<file path="src/rtl/trace_packet_builder_pkg.sv">
// Shared types and packet layout helpers for the retirement trace packet builder.
package trace_pkg;
    typedef enum logic [1:0] {
        IDLE    = 2'd0,
        ARMED   = 2'd1,
        TRACING = 2'd2,
        STOPPED = 2'd3
    } trace_state_e;

    localparam int DROP_W = 16;
    localparam int TS_W   = 32;

    // Field offsets, LSB first: event counts, instruction, PC, sequence, timestamp.
    function automatic int instr_off(int ne, int cw);
        return ne * cw;
    endfunction

    function automatic int pc_off(int ne, int cw, int iw);
        return ne * cw + iw;
    endfunction

    function automatic int seq_off(int ne, int cw, int iw, int pw);
        return ne * cw + iw + pw;
    endfunction

    function automatic int ts_off(int ne, int cw, int iw, int pw, int sw);
        return ne * cw + iw + pw + sw;
    endfunction
endpackage

</file>
<file path="src/rtl/trace_packet_builder_if.sv">
// Retirement trace input and packet-sink write port of the trace packet builder.
interface trace_packet_builder_if #(
    parameter int PC_WIDTH    = 64,
    parameter int INSTR_WIDTH = 32,
    parameter int NUM_EVENTS  = 16,
    parameter int DATA_WIDTH  = 1024
);
    logic                   i_valid;
    logic [PC_WIDTH-1:0]    i_pc;
    logic [INSTR_WIDTH-1:0] i_instr;
    logic [NUM_EVENTS-1:0]  i_events;
    logic                   sink_ready;
    logic                   write_enable;
    logic [DATA_WIDTH-1:0]  data_pkt;

    modport master (output i_valid, i_pc, i_instr, i_events, sink_ready,
                    input  write_enable, data_pkt);
    modport slave  (input  i_valid, i_pc, i_instr, i_events, sink_ready,
                    output write_enable, data_pkt);
endinterface

</file>
<file path="src/rtl/trace_packet_builder_event_counter_bank.sv">
// Bank of saturating per-event counters; snapshot folds in the current cycle's pulses.
module event_counter_bank #(
    parameter int NUM_EVENTS = 16,
    parameter int CNT_WIDTH  = 8
) (
    input  logic                                  clk,
    input  logic                                  rst_n,
    input  logic                                  acc_en,
    input  logic                                  clr,
    input  logic [NUM_EVENTS-1:0]                 pulses,
    output logic [NUM_EVENTS-1:0][CNT_WIDTH-1:0]  snapshot
);
    logic [NUM_EVENTS-1:0][CNT_WIDTH-1:0] cnt;

    for (genvar g = 0; g < NUM_EVENTS; g++) begin : g_cnt
        assign snapshot[g] = (cnt[g] == '1) ? cnt[g] : cnt[g] + CNT_WIDTH'(pulses[g]);

        always_ff @(posedge clk) begin
            if (!rst_n || clr || !acc_en) cnt[g] <= '0;
            else                          cnt[g] <= snapshot[g];
        end
    end
endmodule

</file>
<file path="src/rtl/trace_packet_builder.sv">
// Address-triggered retirement trace packetiser; drops (and counts) packets under backpressure.
// Define TRACE_PKT_TIMESTAMP_EN to fill the timestamp field from a free-running cycle counter.
module trace_packet_builder
    import trace_pkg::*;
#(
    parameter int PC_WIDTH    = 64,
    parameter int INSTR_WIDTH = 32,
    parameter int NUM_EVENTS  = 16,
    parameter int CNT_WIDTH   = 8,
    parameter int SEQ_WIDTH   = 16,
    parameter int DATA_WIDTH  = 1024
) (
    input  logic                clk,
    input  logic                rst_n,
    input  logic                ctrl_enable,
    input  logic                trigger_en,
    input  logic [PC_WIDTH-1:0] trigger_start_addr,
    input  logic [PC_WIDTH-1:0] trigger_stop_addr,
    trace_packet_builder_if.slave bus,
    output logic [1:0]          state,
    output logic [DROP_W-1:0]   drop_count
);
    localparam int INSTR_OFF = instr_off(NUM_EVENTS, CNT_WIDTH);
    localparam int PC_OFF    = pc_off(NUM_EVENTS, CNT_WIDTH, INSTR_WIDTH);
    localparam int SEQ_OFF   = seq_off(NUM_EVENTS, CNT_WIDTH, INSTR_WIDTH, PC_WIDTH);
    localparam int TS_OFF    = ts_off(NUM_EVENTS, CNT_WIDTH, INSTR_WIDTH, PC_WIDTH, SEQ_WIDTH);

    trace_state_e st, st_nxt;
    logic traced, emit, drop, acc_en, start_hit, stop_hit;
    logic [SEQ_WIDTH-1:0] seq;
    logic [TS_W-1:0] ts;
    logic [DATA_WIDTH-1:0] pkt;
    logic [NUM_EVENTS-1:0][CNT_WIDTH-1:0] snapshot;

    assign start_hit = bus.i_valid && (bus.i_pc == trigger_start_addr);
    assign stop_hit  = bus.i_valid && (bus.i_pc == trigger_stop_addr) && trigger_en;

    always_comb begin
        st_nxt = st;
        traced = 1'b0;
        if (!ctrl_enable) begin
            st_nxt = IDLE;
        end else begin
            case (st)
                IDLE:    st_nxt = trigger_en ? ARMED : TRACING;
                ARMED:   if (start_hit) begin
                             traced = 1'b1;
                             st_nxt = stop_hit ? STOPPED : TRACING;
                         end
                TRACING: if (bus.i_valid) begin
                             traced = 1'b1;
                             if (stop_hit) st_nxt = STOPPED;
                         end
                default: ;
            endcase
        end
    end

    assign emit = traced && bus.sink_ready;
    assign drop = traced && !bus.sink_ready;
    // A dropped start match keeps its events so the next accepted packet spans them.
    assign acc_en = (st_nxt == TRACING) && ((st == TRACING) || traced);

    event_counter_bank #(.NUM_EVENTS(NUM_EVENTS), .CNT_WIDTH(CNT_WIDTH)) u_cnt (
        .clk      (clk),
        .rst_n    (rst_n),
        .acc_en   (acc_en),
        .clr      (emit),
        .pulses   (bus.i_events),
        .snapshot (snapshot)
    );

`ifdef TRACE_PKT_TIMESTAMP_EN
    logic [TS_W-1:0] ts_cnt;
    always_ff @(posedge clk) begin
        if (!rst_n) ts_cnt <= '0;
        else        ts_cnt <= ts_cnt + 1'b1;
    end
    assign ts = ts_cnt;
`else
    assign ts = '0;
`endif

    always_comb begin
        pkt = '0;
        pkt[0 +: NUM_EVENTS*CNT_WIDTH] = snapshot;
        pkt[INSTR_OFF +: INSTR_WIDTH]  = bus.i_instr;
        pkt[PC_OFF +: PC_WIDTH]        = bus.i_pc;
        pkt[SEQ_OFF +: SEQ_WIDTH]      = seq;
        pkt[TS_OFF +: TS_W]            = ts;
    end

    always_ff @(posedge clk) begin
        if (!rst_n) begin
            st               <= IDLE;
            bus.write_enable <= 1'b0;
            bus.data_pkt     <= '0;
            seq              <= '0;
            drop_count       <= '0;
        end else begin
            st               <= st_nxt;
            bus.write_enable <= emit;
            if (emit) begin
                bus.data_pkt <= pkt;
                seq          <= seq + 1'b1;
            end
            if (drop && drop_count != '1) drop_count <= drop_count + 1'b1;
        end
    end

    assign state = st;
endmodule
</file>
<file path="src/flat_wrapper.sv">
// flat-port wrapper written by rule: the top's interface ports become plain ports
module trace_packet_builder_flat import trace_pkg::*;
#(
    parameter int PC_WIDTH    = 64,
    parameter int INSTR_WIDTH = 32,
    parameter int NUM_EVENTS  = 16,
    parameter int CNT_WIDTH   = 8,
    parameter int SEQ_WIDTH   = 16,
    parameter int DATA_WIDTH  = 1024
)
  (clk, rst_n, ctrl_enable, trigger_en, trigger_start_addr, trigger_stop_addr, state, drop_count, bus_i_valid, bus_i_pc, bus_i_instr, bus_i_events, bus_sink_ready, bus_write_enable, bus_data_pkt);
  trace_packet_builder_if #(.PC_WIDTH(PC_WIDTH), .INSTR_WIDTH(INSTR_WIDTH), .NUM_EVENTS(NUM_EVENTS), .DATA_WIDTH(DATA_WIDTH)) bus_i ();
  input  logic clk;
  input  logic rst_n;
  input  logic ctrl_enable;
  input  logic trigger_en;
  input  logic [PC_WIDTH-1:0] trigger_start_addr;
  input  logic [PC_WIDTH-1:0] trigger_stop_addr;
  output logic [1:0] state;
  output logic [DROP_W-1:0] drop_count;
  input wire logic [$bits(bus_i.i_valid)-1:0] bus_i_valid;
  input wire logic [$bits(bus_i.i_pc)-1:0] bus_i_pc;
  input wire logic [$bits(bus_i.i_instr)-1:0] bus_i_instr;
  input wire logic [$bits(bus_i.i_events)-1:0] bus_i_events;
  input wire logic [$bits(bus_i.sink_ready)-1:0] bus_sink_ready;
  output wire logic [$bits(bus_i.write_enable)-1:0] bus_write_enable;
  output wire logic [$bits(bus_i.data_pkt)-1:0] bus_data_pkt;
  assign bus_i.i_valid = bus_i_valid;
  assign bus_i.i_pc = bus_i_pc;
  assign bus_i.i_instr = bus_i_instr;
  assign bus_i.i_events = bus_i_events;
  assign bus_i.sink_ready = bus_sink_ready;
  assign bus_write_enable = bus_i.write_enable;
  assign bus_data_pkt = bus_i.data_pkt;
  trace_packet_builder #(.PC_WIDTH(PC_WIDTH), .INSTR_WIDTH(INSTR_WIDTH), .NUM_EVENTS(NUM_EVENTS), .CNT_WIDTH(CNT_WIDTH), .SEQ_WIDTH(SEQ_WIDTH), .DATA_WIDTH(DATA_WIDTH)) u_core (.clk(clk), .rst_n(rst_n), .ctrl_enable(ctrl_enable), .trigger_en(trigger_en), .trigger_start_addr(trigger_start_addr), .trigger_stop_addr(trigger_stop_addr), .bus(bus_i), .state(state), .drop_count(drop_count));
endmodule
</file>
<file path="config.mk">
export PLATFORM = sky130hd
export DESIGN_NAME = trace_packet_builder_flat
export DESIGN_NICKNAME = d
export VERILOG_FILES = /design/src/rtl/trace_packet_builder_pkg.sv /design/src/rtl/trace_packet_builder_if.sv /design/src/rtl/trace_packet_builder_event_counter_bank.sv /design/src/rtl/trace_packet_builder.sv /design/src/flat_wrapper.sv
export SDC_FILE = /design/constraint.sdc
export NUM_CORES = 1
export LEC_CHECK = 0
export ABC_CLOCK_PERIOD_IN_PS = 4600
export BUFFER_PORTS_ARGS = -buffer_cell sky130_fd_sc_hd__buf_4
export CAP_MARGIN = 0
export CORE_AREA = 2 2 500 502
export CTS_BUF_LIST = sky130_fd_sc_hd__clkbuf_8
export DETAILED_ROUTE_END_ITERATION = 7
export DIE_AREA = 0 0 502 504
export SYNTH_ARGS = -nofsm -noshare
export SYNTH_HDL_FRONTEND = slang
export SYNTH_SLANG_ARGS = --single-unit
</file>
<file path="constraint.sdc">
create_clock -name clk -period 4.6 [get_ports clk]
set_input_delay 0.23 -clock clk [delete_from_list [all_inputs] [get_ports clk]]
set_output_delay 0.23 -clock clk [all_outputs]
set_load 0.05 [all_outputs]
</file>
[Word-level counts from Yosys, hierarchy flattened]
Index checks and enable logic that the tools add are counted.
Storage, ports and cells
  output and inout port bits: 1043
  bits in registers: 403
  bits of input ports: 246
  word-level logic and storage cells: 102
Cells by class
  reduce and logical (&&, ||, !) cells: 14
  multiplexer cells: 27
  eq/ne operators: 22
  add/subtract/negate cells: 18
Operators by type and width (count)
  $add A8 B1 Y8: 16
  $eq A64 B64 Y1: 2
  $eq A8 B8 Y1 const B: 16
  $mux W8: 16
  $add A16 B1 Y16 const B: 2
  $ne A16 B16 Y1 const B: 1
  $mux W2: 5
  $logic_and A1 B1 Y1: 7
  $pmux W2 S3: 1
  $eq A2 B2 Y1 const B: 2
  $mux W1: 4
  $logic_not A1 Y1: 3
  $logic_or A1 B1 Y1: 3
  $eq A2 B1 Y1 const B: 1
  $logic_not A2 Y1: 1
  $pmux W1 S2: 1

[Longest topological paths before layout]
Gate-level depths: netlist (run 1).
  depth after elaboration: 11
  mapped depth: 11
  gate-level depth less buffers: 9

[Cells and area by module]
Synthesis (run 1) repeated with hierarchy kept, for this count alone.
Unflattened totals
  cell total of the unflattened synthesis: 3028
  area, all modules: 24413.4 um^2
By module, submodules not included
  trace_packet_builder: area each 17610.6 um^2, cells an instance 2269, instances 1, seq. area each 5505.3 um^2
  event_counter_bank: area each 6802.8 um^2, cells an instance 759, instances 1, seq. area each 2562.5 um^2

[Worst setup path after synthesis (run 1)]
No wires, ideal clock.
  path type: reg2reg
  start point: register u_core.st[0], in the netlist u_core.state[0]
  end point: register u_core.bus.data_pkt[167]
  period minus slack after synthesis: 2.786 ns
  setup slack: 1.814 ns
  data arrival time: 2.715 ns
  data required time: 4.530 ns
  setup time: 0.070 ns
  path buffers: 4
  stages on the path, launching flop included: 12
  cells stage by stage: dfxtp_1 > inv_1 > ha_1 > and4_1 > and2_1 > clkbuf_1 > nor2_1 > clkbuf_1 > buf_2 > buf_2 > nand2_1 > a21oi_1
On the way
  cells in the longest elaborated chain, start to end: 4
  elaborated cells between the ends (all ways): 5
  classes of those cells: eq/ne: 2; mux: 2; reduce/logical: 1
Ends and longest elaborated chain
  start, declared: RTL line trace_packet_builder.sv:28  | trace_state_e st, st_nxt;
  start signal, assigned: RTL line trace_packet_builder.sv:101  | st <= st_nxt;
  $eq A2 B2 Y1 or $eq A2 B1 Y1 (tied branches): RTL line trace_packet_builder.sv:44  | case (st)
  $pmux W1 S2 (*): RTL line trace_packet_builder.sv:44
  $mux W1 (*): RTL line trace_packet_builder.sv:41  | if (!ctrl_enable) begin
  $logic_and A1 B1 Y1 (*): RTL line trace_packet_builder.sv:59  | assign emit = traced && bus.sink_ready;
  end signal, assigned: RTL line trace_packet_builder.sv:104  | bus.data_pkt <= pkt;
  end, declared: RTL line trace_packet_builder_if.sv:19  | output write_enable, data_pkt);
Every way passes the cells marked *; elsewhere a longest branch is shown, timed or not.
A chain may end at the register's enable or synchronous reset.

[Final worst setup path (run 1)]
  start point: input port bus_i_pc[37]
  end point: register u_core.drop_count[1]
On the way
  cells in the longest elaborated chain, start to end: 7
Ends and longest elaborated chain
  start, declared: RTL line flat_wrapper.sv:22  | input wire logic [$bits(bus_i.i_pc)-1:0] bus_i_pc;
  $eq A64 B64 Y1: RTL line trace_packet_builder.sv:35  | assign start_hit = bus.i_valid && (bus.i_pc == trigger_start_addr);
  $logic_and A1 B1 Y1: RTL line trace_packet_builder.sv:35
  $mux W1: RTL line trace_packet_builder.sv:46  | ARMED: if (start_hit) begin
  $pmux W1 S2: RTL line trace_packet_builder.sv:44
  $mux W1: RTL line trace_packet_builder.sv:41
  $logic_and A1 B1 Y1: RTL line trace_packet_builder.sv:60  | assign drop = traced && !bus.sink_ready;
  $logic_and A1 B1 Y1: RTL line trace_packet_builder.sv:107  | if (drop && drop_count != '1) drop_count <= drop_count + 1'b1;
  end signal, assigned: RTL line trace_packet_builder.sv:107
  end, declared: RTL line trace_packet_builder.sv:21  | output logic [DROP_W-1:0] drop_count
No other way between the ends.

==> results of run 1 <==
critical path, cell delays in order:
cell           delay (ns)
dlygate4sd3_1        0.53
buf_4                0.17
xnor2_1              0.52
nand4_1              0.27
nor4_1               0.30
nand4_1              0.24
buf_4                0.23
nor3_1               0.30
buf_4                0.22
o21ai_1              0.19
nor2_1               0.27
mux2i_1              0.21
dlygate4sd3_1        0.56
registers in the layout, indices dropped and copies added (netlist names):
signal / cells
u_core.bus.data_pkt: 240
u_core.bus.write_enable: 1
u_core.drop_count: 16
u_core.seq: 16
u_core.state: 2
u_core.u_cnt.cnt: 128
placed cells by master (no fill, tap or decap), types with 55 or more instances in the layout:
cell and n:
dlygate4sd3_1 118, nand3_1 68, xnor2_1 144, clkbuf_8 102
dfxtp_1 403, nand2_1 282, conb_1 784, buf_4 542
a211oi_2 100, a21oi_1 126, inv_1 55, nor2_1 437
metal layers:
| layer | GRT usage | up-vias | wire length [um] |
|---|---|---|---|
| li1 | - | 9075 | - |
| met1 | 0.0745 | 8683 | 35200 |
| met5 | 0 | - | 132 |
| met2 | 0.138 | 1151 | 50800 |
| met4 | 0.0633 | 18 | 9380 |
| met3 | 0.0319 | 269 | 10000 |
power by group through the flow:
stage	Combinational, mW	Clock [mW]	Sequential [mW]
after floorplan	2.11	0	3.61
after global placement	2.02	0	3.58
after detailed placement	2.02	0	3.58
after CTS	2.12	4.16	3.51
after global routing	2.20	4.28	3.51
final	2.13	3.97	3.51
per-stage QoR:
| stage | total power, mW | setup slack (ns) | util | instances | hold slack, ns |
|---|---|---|---|---|---|
| final | 9.60 | 1.05 | 0.127 | 6902 | 0.254 |
| after global routing | 9.99 | 1.06 | 0.127 | 6888 | 0.179 |
| after CTS | 9.78 | 1.27 | 0.127 | 6874 | 0.0919 |
| after detailed placement | 5.60 | 1.18 | 0.115 | 6615 | 0.443 |
| after global placement | 5.60 | 1.18 | 0.115 | 6615 | 0.438 |
| after floorplan | 5.72 | 1.81 | - | 3622 | 0.370 |
cell type report:
class                           count  area share
Antenna cell                       28     0.00222
Multi-Input combinational cell   2298       0.378
Sequential cell                   403       0.256
Inverter                           32     0.00405
Tap cell                         3330       0.132
Clock inverter                     39      0.0100
Clock buffer                      102      0.0446
Timing Repair Buffer              670       0.173
logic make-up after synthesis:
logic type	Yosys count	synth area share
other cells	1	0.000159
compound gates	307	0.105
mux	11	0.00467
flops	403	0.342
xor+xnor	192	0.0713
buf+inv	921	0.279
fa+ha+maj	38	0.0202
simple gates	966	0.177
Yosys cell counts (7+ instances only):
library cell  count
xnor2_1         144
buf_4           792
nor2_1          438
dfxtp_1         403
nand4_1          51
o2111ai_1         9
a21oi_1         126
xor2_1           48
nand3_1          68
nor3_1           10
or3_1             7
inv_1            31
and4_1            7
nor2b_1           7
nand2b_1         44
buf_6            14
o22ai_1           9
buf_2            37
a211oi_1         28
nor4_1           17
clkbuf_1         42
o21ai_0           9
a211oi_2        100
nand2_1         282
mux2i_1          11
ha_1             38
and3_1           24
how the worst max path moves through the flow:
stage | end | slack (ns) | cells after the start
finish | u_core.drop_count[1] | 1.05 | 13
global route | u_core.drop_count[1] | 1.06 | 13
CTS | u_core.drop_count[1] | 1.27 | 13
detailed placement | u_core.u_cnt.cnt[21] | 1.18 | 11
global placement | u_core.u_cnt.cnt[29] | 1.18 | 11
floorplan | u_core.bus.data_pkt[167] | 1.81 | 11
==> impl_metrics.toml, run 1 <==
[floorplan]
die_area_sq_mm = 0.253
die_h_um = 504
core_sq_mm = 0.248
io_pins = 1289
rows = 183
start_util = 0.0953
die_x_um = 502

[synth]
yosysTopAreaCellShare = 0.342
syn_area_sq_mm = 0.0236
yosysWarnings = 0
ys_types = 49
async_flop_share = 0
synth_area_leader_cell = "dfxtp_1"
synth_seq_cells = 403
syn_inst = 2839
ys_seq_area_frac = 0.342
avgSynthCellArea_sq_um = 8.31
synth_edf_count = 0
synth_ff_type = "dfxtp_1"
netlist_top_cells_area = "dfxtp_1 34%, buf_4 25%, nor2_1 7.0%"

[global_routing]
first_global_vias = 17200
grt_pass1_wl_mm = 138
antenna_found_initial = 59
grt-ovfl-total = 0
grt_usage = 0.0798
grt_max_degree = 106

[cts]
htree_levels = 3
root_buffer = "clkbuf_8"
cts_setup_buffers = 0
cts_hold_buf = 118
cts_buffer_depth = 3
clkLatencyLatePin_ns = 0.75
clock-sinks = 403
clk_pin_slew_worst_paths_ns = 0.06
ctsResizeCount = 0
cts_inserted_buffers = 80
cts_tree = "done"

[placement]
place_hpwl_mm = 88.4
place_congestion = 1.05
io_buffer_count = 504
placed_area_sq_mm = 0.0285

[critical_path]
cp-start-kind = "primary input"
arrival_ns = 4.27
r2r_end = "u_core.drop_count[1]"
end_kind = "flip-flop"
r2r_cells = 9
crit_start = "bus_i_pc[37]"
path_max_fanout = 9
r2r_slack_ns = 1.55
path_class = "in -> reg"
crit_required_ns = 5.32
reg2reg_from = "u_core.drop_count[2]"

[power_and_ir_drop]
swShare = 0.370
switchingPower_mw = 3.55
vdd_drop_max_uv = 200
powerDensity_mw_per_mm2 = 305
seqPwrFrac = 0.365
clkPwrFrac = 0.413
p_int_mw = 6.05
combPwrFrac = 0.222
leakage_nw = 12.5

[route]
drtIter0Drc = 700
ant_nets = 0
drc = 0
dr_total_vias = 19200
wl_per_cell_um = 15.3
vias_per_cell = 2.78
wirelength_mm = 106
first_pass_iters = 7

[cells_and_area]
area_growth_pct = 33.6
multi_input_area_sq_mm = 0.0119
layout-drive-gt1-share = 0.219
fill_cells = 28400
fin_nets = 3769
final_area_sq_mm = 0.0315
seqCellArea_sq_mm = 0.00807

[status]
status = "finished clean"

[sta]
fmax_ghz = 0.282
final.setup.tns_ns = 0
finClkSkew_ns = 0.0582
slew_headroom = 0.460
period_minus_slack_ns = 3.55
rsz0062_at_grt = "false"
period_share = 0.771
finalSetupViolCount = 0
worst_pin_slew_ns = 0.805
slew_viol_final = 0
finalHoldViolCount = 0

[job]
drv_cap = 0

[min_path]
hold_path_class = "in -> reg"
hold_path_end = "u_core.bus.data_pkt[131]"
min_from = "bus_i_instr[3]"
holdPathStages = 4
(Power assumes the default switching activity.)
==> run 2, diff against run 1 <==
--- a/config.mk
+++ b/config.mk
@@ -5,7 +5,7 @@
 export SDC_FILE = /design/constraint.sdc
 export NUM_CORES = 1
 export LEC_CHECK = 0
-export ABC_CLOCK_PERIOD_IN_PS = 4600
+export ABC_CLOCK_PERIOD_IN_PS = 3000
 export BUFFER_PORTS_ARGS = -buffer_cell sky130_fd_sc_hd__buf_4
 export CAP_MARGIN = 0
 export CORE_AREA = 2 2 500 502
==> constraint.sdc (replaced) <==
create_clock -name clk -period 3 [get_ports clk]
set_input_delay 0.15 -clock clk [delete_from_list [all_inputs] [get_ports clk]]
set_output_delay 0.15 -clock clk [all_outputs]
set_load 0.05 [all_outputs]
==> run 2 against run 1 <==
Non-clock buffer count up 51. Global-route usage increased by 0.15 points. Routed wire length rose by 1.5%. Clock-buffer cell count shrank 12. Design area increased by 1.0%. Sequential cell count stayed put. First-iteration DRC count increased by 19%. Utilization up 0.13 points. Via count is 1.1% higher. Sequential power increased by 53%. Die area did not move. Worst setup slack lost 1.0 ns.
==> impl_metrics.toml, run 2 (same netlist as run 1, synthesis figures left out) <==
[cells_and_area]
layout_commonest_cell = "conb_1"
fin_nets = 3817
utilization = 0.129
largestRegisters = "u_core.bus.data_pkt x240, u_core.u_cnt.cnt x128"
top_register = "u_core.bus.data_pkt"
final_cell_mix = "784 x conb_1, 585 x buf_4, 437 x nor2_1, 402 x dfxtp_1, 282 x nand2_1"
largest_register_ffs = 240
area_growth_pct = 34.9
layout-drive-gt1-share = 0.231
final_cells = 6933

[route]
ant_nets = 0
dr_total_vias = 19400
wl_per_cell_um = 15.4
vias_per_cell = 2.80
first_pass_iters = 5
wirelength_mm = 107
drtIter0Drc = 831
drc = 0

[cts]
cts_tree = "done"
cts_inserted_buffers = 77
root_buffer = "clkbuf_8"
clk_pin_slew_worst_paths_ns = 0.06
cts_buffer_depth = 3
clkLatencyLatePin_ns = 0.78
clock-sinks = 403
cts_setup_buffers = 0
htree_levels = 3

[power_and_ir_drop]
power_mw = 14.3
leakage_nw = 12.7
vdd_drop_max_uv = 322
powerDensity_mw_per_mm2 = 450

[global_routing]
grt_usage = 0.0813
first_global_vias = 17700
antenna_found_initial = 41
grt_max_degree = 103
grt-ovfl-total = 0
grt_pass1_wl_mm = 141

[critical_path]
cp-start-kind = "primary input"
crit_required_ns = 3.66
crit_chain = "dlygate4sd3_1 > buf_4 > o22ai_1 > nor4_1 > nand4_1 > buf_4 > buf_4 > o21ba_2 > nor4_1 > buf_4 > a31oi_4 > buf_12 > buf_12 > nor2_1"
reg2reg_from = "u_core.state[0]"
slowest_delay_ns = 0.66
path_class = "in -> reg"
arrival_ns = 3.60
end_kind = "flip-flop"
path_max_fanout = 29
crit_start = "bus_i_pc[53]"
r2r_slack_ns = 0.22
critPathSlowestCell = "nor4_1"
crit_top_cell = "buf_4"

[status]
status = "finished clean"

[job]
drv_cap = 0

[floorplan]
die_area_sq_mm = 0.253
die_x_um = 502
start_util = 0.0953
die_h_um = 504
rows = 183
core_sq_mm = 0.248
io_pins = 1289

[placement]
place_congestion = 1.07
place_hpwl_mm = 90.2
placedCellCount = 6667
pre_cts_ws_ns = -0.583
io_buffer_count = 504

[sta]
worst_pin_slew_ns = 0.708
finalSetupViolCount = 0
period_share = 0.983
finClkSkew_ns = 0.0416
setup_ws_ns = 0.0506
slew_viol_final = 0
slew_headroom = 0.528
period_minus_slack_ns = 2.95
finalHoldViolCount = 0
fmax_ghz = 0.339

[min_path]
min_from = "bus_i_instr[30]"
hold_path_class = "in -> reg"
==> run 2: cell types whose count changed in the layout (fill, tap and decap cells not counted), moves of 2 or more <==
cell and delta:
nor4_1 -2, buf_12 +8, clkbuf_8 -12, buf_4 +43, bufinv_16 -2, nor4_2 +2
xnor2_2 +2, clkinv_2 +6, xnor2_1 -2, diode_2 -12
==> run 2: layout make-up <==
type                    instances  area (sq um)
diodes                         16          40.0
clock buffers                  90          1240
clock inverters                43           292
fillers                     28300        216000
inverters                      32           128
multi-input cells            2298         11900
flip-flops and latches        403          8070
well taps                    3330          4170
repair buffers                721          5950
==> run 2: where the power goes <==
| part | internal, mW | total (mW) | switching [mW] |
|---|---|---|---|
| logic | 0.539 | 3.34 | 2.80 |
| clock network | 2.93 | 5.61 | 2.67 |
| registers | 5.37 | 5.38 | 0.0104 |
| total | 8.84 | 14.3 | 5.48 |
==> run 2: critical path: cells and delay by family <==
family	cells	cell delay (ns)
AOI/OAI and AO/OA	3	0.44
buffers and inverters	7	1.65
and+or+nand+nor	4	1.28
==> run 2: worst paths after layout <==
kind / to / depth (start not counted)
max: u_core.u_cnt.cnt[22] / 14
min: u_core.bus.data_pkt[158] / 4
max reg2reg: u_core.u_cnt.cnt[22] / 12
min reg2reg: u_core.bus.data_pkt[143] / 2
==> run 2: per-layer routing <==
layer  track usage  part of all wire  vias up
met5             0           0.00092        -
met4        0.0684             0.095       16
met3        0.0256             0.083      256
met2         0.140              0.48     1140
met1        0.0794              0.34     8851
li1              -                 -     9153
==> run 2: metrics by stage <==
stage	hold slack, ns	instance area (sq um)	TNS, ns
finish	0.183	31800	0
global route	0.110	31800	-0.0509
CTS	0.0357	31700	0
detailed placement	0.411	29000	-194.29
global placement	0.408	29000	-209.79
floorplan	0.290	26500	0
==> run 2: timing repair <==
action / in CTS / in global routing
hold buffers: 117 / 0
hold endpoints to repair: 180 / 0
endpoints found under the setup margin: 0 / 380
resized for setup: 0 / 7
